### src/rtl/exe_trace_checker_fifo.sv
`default_nettype none
// +--------------------------------------------------------------------------+
// | Module      : trace_sync_fifo                                            |
// | Description : Single-clock FIFO buffering actual trace entries.          |
// |   push/wdata  : write request (accepted when not full, or when a pop     |
// |                 happens at the same edge)                                |
// |   pop/rdata   : read request; rdata shows the head entry (no bypass)     |
// |   full/empty/level : occupancy status                                    |
// | Revision    : 1.0 - initial release                                      |
// +--------------------------------------------------------------------------+
module trace_sync_fifo #(
  parameter int WIDTH = 64,
  parameter int DEPTH = 8
) (
  input  logic                     clk,
  input  logic                     reset,
  input  logic                     push,
  input  logic [WIDTH-1:0]         wdata,
  input  logic                     pop,
  output logic [WIDTH-1:0]         rdata,
  output logic                     full,
  output logic                     empty,
  output logic [$clog2(DEPTH):0]   level
);
  localparam int AW = $clog2(DEPTH);
  localparam int LW = AW + 1;

  logic [WIDTH-1:0] mem_q [DEPTH];
  logic [AW-1:0]    wr_ptr_q, wr_ptr_d;
  logic [AW-1:0]    rd_ptr_q, rd_ptr_d;
  logic [LW-1:0]    level_q, level_d;
  logic             do_push, do_pop;

  assign full    = (level_q == LW'(DEPTH));
  assign empty   = (level_q == '0);
  assign level   = level_q;
  assign rdata   = mem_q[rd_ptr_q];
  assign do_pop  = pop && !empty;
  // A full FIFO still takes a write when the head leaves at the same edge.
  assign do_push = push && (!full || do_pop);

  always_comb begin
    wr_ptr_d = wr_ptr_q + AW'(do_push);
    rd_ptr_d = rd_ptr_q + AW'(do_pop);
    level_d  = level_q + LW'(do_push) - LW'(do_pop);
  end

  always_ff @(posedge clk or posedge reset) begin
    if (reset) begin
      wr_ptr_q <= '0;
      rd_ptr_q <= '0;
      level_q  <= '0;
    end else begin
      wr_ptr_q <= wr_ptr_d;
      rd_ptr_q <= rd_ptr_d;
      level_q  <= level_d;
    end
  end

  // Storage is not reset: pointer reset alone discards buffered entries.
  always_ff @(posedge clk) begin
    if (do_push) begin
      mem_q[wr_ptr_q] <= wdata;
    end
  end
endmodule
`default_nettype wire

### config.mk
export PLATFORM = sky130hd
export DESIGN_NAME = trace_sync_fifo
export DESIGN_NICKNAME = d
export VERILOG_FILES = /design/src/rtl/exe_trace_checker_fifo.sv
export SDC_FILE = /design/constraint.sdc
export NUM_CORES = 1
export LEC_CHECK = 0
export CAP_MARGIN = 10
export CORE_MARGIN = 2
export CORE_UTILIZATION = 63
export CTS_CLUSTER_SIZE = 28
export DETAILED_ROUTE_END_ITERATION = 10
export GPL_TIMING_DRIVEN = 0
export PLACE_DENSITY = 0.85
export SKIP_CTS_REPAIR_TIMING = 1
export SYNTH_ARGS = -nofsm -noshare
export SYNTH_HDL_FRONTEND = slang
export SYNTH_SLANG_ARGS = --single-unit
### constraint.sdc
create_clock -name clk -period 17.66 [get_ports clk]
set_input_delay 3.532 -clock clk [delete_from_list [all_inputs] [get_ports clk]]
set_output_delay 3.532 -clock clk [all_outputs]
set_load 0.01 [all_outputs]
== After elaboration in Yosys (flattened, before gate mapping) ==
Memories as Yosys holds them, arrays and structs flattened.
Index checks and enable logic that the tools add are counted.

* Register bits after elaboration: 10
* Memory bits (writable): 512
* Input port bits: 68
* Output and inout bits: 70
* Memories kept: 1

* $add $sub $neg: 4
* Equality and inequality tests: 1
* Multiplexer cells: 2
* Reductions and logical operators: 6

{| class="wikitable"
|+ Memory list
! memory !! words !! width !! read ports !! clocked after Yosys merged registers in !! wr ports !! RTL line !! RTL
|-
| mem_q || 8 || 64 || 1 || 0 || 1 || 28 || <nowiki>logic [WIDTH-1:0] mem_q [DEPTH];</nowiki>
|}

{| class="wikitable"
|+ Operators with widths
! operator !! number
|-
| adder 3 x 1 -> 3 bit || 2
|-
| adder 4 x 1 -> 4 bit || 1
|-
| == test 4 bit (second input constant) || 1
|-
| logical NOT 4 bit || 1
|-
| subtractor 4 x 1 -> 4 bit || 1
|-
| logical AND 1 bit || 2
|-
| logical NOT 1 bit || 2
|-
| two-way mux 1 bit || 2
|-
| logical OR 1 bit || 1
|}

== Depth between registers and ports, before layout ==
* Word-level depth: 7
* Gate-level depth with buffers: 9

== Worst setup path after synthesis ==
No wires, ideal clock.

* Path type: input to register
* Start point: input port pop
* End point: memory mem_q[2][0] (enable)
* Arrival: 10.402 ns
* Required time: 16.994 ns
* Slack: 6.591 ns
* Cell stages on the path: 3
* Buffers on the path: 0
* Path through: nor2b_1 o21ai_2 nor4b_1

* Word-level cells in the longest chain between the ends: 5

{| class="wikitable"
|+ Ends and longest elaborated chain
! element !! RTL line !! RTL
|-
| start, declared || 19 || <nowiki>input logic pop,</nowiki>
|-
| logical AND 1 bit || 38 || <nowiki>assign do_pop = pop && !empty;</nowiki>
|-
| logical OR 1 bit || 40 || <nowiki>assign do_push = push && (!full || do_pop);</nowiki>
|-
| logical AND 1 bit || 40 ||
|-
| two-way mux 1 bit || 62 || <nowiki>if (do_push) begin</nowiki>
|-
| two-way mux 1 bit (not written as such) || 63 || <nowiki>mem_q[wr_ptr_q] <= wdata;</nowiki>
|-
| end, declared || 28 ||
|}

No other way between the ends.

== Final worst setup path ==
* Start point: register rd_ptr_q[1]
* End point: output port rdata[46]

* Word-level cells in the longest chain between the ends: 1

{| class="wikitable"
|+ Ends and longest elaborated chain
! element !! RTL line !! RTL
|-
| start, declared || 30 || <nowiki>logic [AW-1:0] rd_ptr_q, rd_ptr_d;</nowiki>
|-
| start signal, assigned || 55 || <nowiki>rd_ptr_q <= rd_ptr_d;</nowiki>
|-
| memory read (8 x 64 bit) || -- ||
|-
| end, declared || 20 || <nowiki>output logic [WIDTH-1:0] rdata,</nowiki>
|}

No other way between the ends.

==> metrics <==
syn_nets=869; floorplan die height=181 um; WHS=0.514 ns; Setup CP Type=flip-flop to output port; Hold Violations, Final=0; RSZ-0062 raised after global routing=no; synth unique cells=29; Commonest cells post-synth=edfxtp_1, mux4_2, mux2_2; final HPWL from detailed placement=25.0 mm; GR Util All Layers=25.2%; Layout fillers=1,568; total CTS buffers=50; hold depth=1; Die Width=181 um; utilization after layout=77.4%; WP data arrival=3.14 ns; Clock Latency Late Sink=0.55 ns; GP Congestion=0.695; vias in the first global route=9,905; DR WL/cell=27.3 um; Setup crit start=rd_ptr_q[1]; ranking of synthesized cells by area=edfxtp_1, mux4_2, mux2_2, dfrtp_1, buf_6; measured slew at the worst slew-check pin=1.12 ns; share of cells above drive strength 1=31.3%; # nets final=1,112; WL final=40.1 mm; CTS Sinks=522; ys flop type=edfxtp_1; hold path endpoint=rd_ptr_q[1]; final setup violation count=0; CTS tree=yes; Rows=64; Post-synth ARST share=1.92%; die area=32,900 um^2; io pins=138; Max Slew Vio Count=0; shortest period the worst path allows=6.67 ns; initial core utilization=64.4%; Max Freq=150 MHz; Lkg Pwr=7.76 nW; post-synth top area share=77.7%; post-synthesis sequential area ratio=78.9%; Root Buffer Master=clkbuf_16; r2r setup slk=14.49 ns; Setup crit start kind=flip-flop; post-synthesis cell area=19,800 um^2; status=complete, no violations; crit-path max FO=10; dominant cell type by area after synthesis=edfxtp_1; total chip power=4.01 mW; Max Buffers Root-to-Sink=3; Worst Min Path Start=rd_ptr_q[1]; crit path capture type=output port; DRC errors left=0; depth of the CTS H-tree=2; DRT Pass-1 Iters=7; pin count of the biggest net entering global routing=47; Post-synth EDFFs=512; number of port buffers=137; Worst-path clk slew=0.05 ns; Worst Clk Skew=0.00848 ns; Seq cells post-synth=522; Ant. Diodes=0; grt total ovfl=0; drt via density=6.21; first-pass GRT wire length=60.6 mm; worst reg2reg startpoint=level[2]; Tightest Hold Check Type=flip-flop to flip-flop; Final ANT Viol Nets=0; synthesis warning total=0; reg2reg path depth=10; peak supply drop=0.162 mV; core area=30,700 um^2; Slew Limit Headroom=25.4%; pre-CTS WS=11.12 ns; DRT iter0 DRCs=951; P per Cell Area=169 nW/um^2; Synth Area per Inst=25.0 um^2; RR Endpoint=mem_q[2][24]; via count=9,148; crit share post-route=37.8%; setup ws final=10.99 ns; most common cell in the netlist=edfxtp_1; area grow syn2layout=20.3%; initial antenna violation count=0; Critical Path RT=14.13 ns; max_cap viols=0; Mapped Cells=791
power by group:
group          switching (mW)  total, mW  leakage, nW  internal (mW)
registers              0.0511       1.61         4.77           1.56
logic                   0.642       1.38         2.22          0.733
clock network           0.425       1.03        0.773          0.602
total                    1.12       4.01         7.76           2.89
cells in the final DEF (no fill, tap or decap), types with 3 or more instances in the layout:
cell               n
clkinv_1          10
xor2_1             4
buf_1             11
buf_4             43
dfrtp_1           10
ha_1               9
nor4b_2            3
mux4_2           128
inv_1              7
bufinv_16          3
clkinv_2           5
clkbuf_16         53
mux2_2            64
clkdlybuf4s50_1  137
clkbuf_1          29
edfxtp_1         512
buf_6             21
routing by layer:
metal	global-route usage [%]	share of wire [%]
met1	34.2	38
met2	43.0	52
met3	4.45	7.1
met4	7.54	2.3
met5	0	0
state kept, by name (all words and copies together) (netlist names):
name	flops
mem_q	512
level	4
rd_ptr_q	3
wr_ptr_q	3
cell type report:
| type | count | area, um^2 | share of cell area (%) |
|---|---|---|---|
| Inverter | 7 | 26.3 | 0.110 |
| Clock inverter | 19 | 161 | 0.678 |
| Buffer | 36 | 231 | 0.972 |
| Timing Repair Buffer | 191 | 1880 | 7.89 |
| Clock buffer | 75 | 1430 | 6.00 |
| Multi-Input combinational cell | 226 | 3960 | 16.6 |
| Tap cell | 396 | 495 | 2.08 |
| Sequential cell | 522 | 15600 | 65.6 |
how the worst max path moves through the flow:
stage / endpoint / cells past startpoint
floorplan: mem_q[2][0] / 3
global placement: mem_q[2][32] / 4
detailed placement: mem_q[2][32] / 9
CTS: rdata[34] / 4
global route: rdata[46] / 4
finish: rdata[46] / 4
worst max-delay path, cell delays in order (launching register included):
cell and delay, ns:
dfrtp_1 0.35, buf_1 0.63, clkbuf_1 0.67, mux2_2 0.45
clkdlybuf4s50_1 0.49
stage by stage:
| stage | TNS, ns | cells | cell area, um^2 |
|---|---|---|---|
| 3_3_place_gp | -28.80 | 1324 | 21700 |
| 2_1_floorplan | 0 | 791 | 19800 |
| 5_1_grt | 0 | 1472 | 23800 |
| 3_5_place_dp | 0 | 1378 | 22200 |
| 4_1_cts | 0 | 1472 | 23800 |
| 6_report | 0 | 1472 | 23800 |
kinds of logic (layout without fill, tap and decap cells):
group	count (synthesis)	in the layout	synth area share [%]
AO/OA/AOI/OAI	3	3	0.107
XOR/XNOR	4	4	0.177
adder cells (fa/ha/maj)	10	10	0.670
buffers and inverters	43	328	1.30
flip-flops	522	522	78.9
multiplexers	193	193	18.3
AND/OR/NAND/NOR	16	16	0.550
Note: power is estimated with default switching activity, not from simulation.
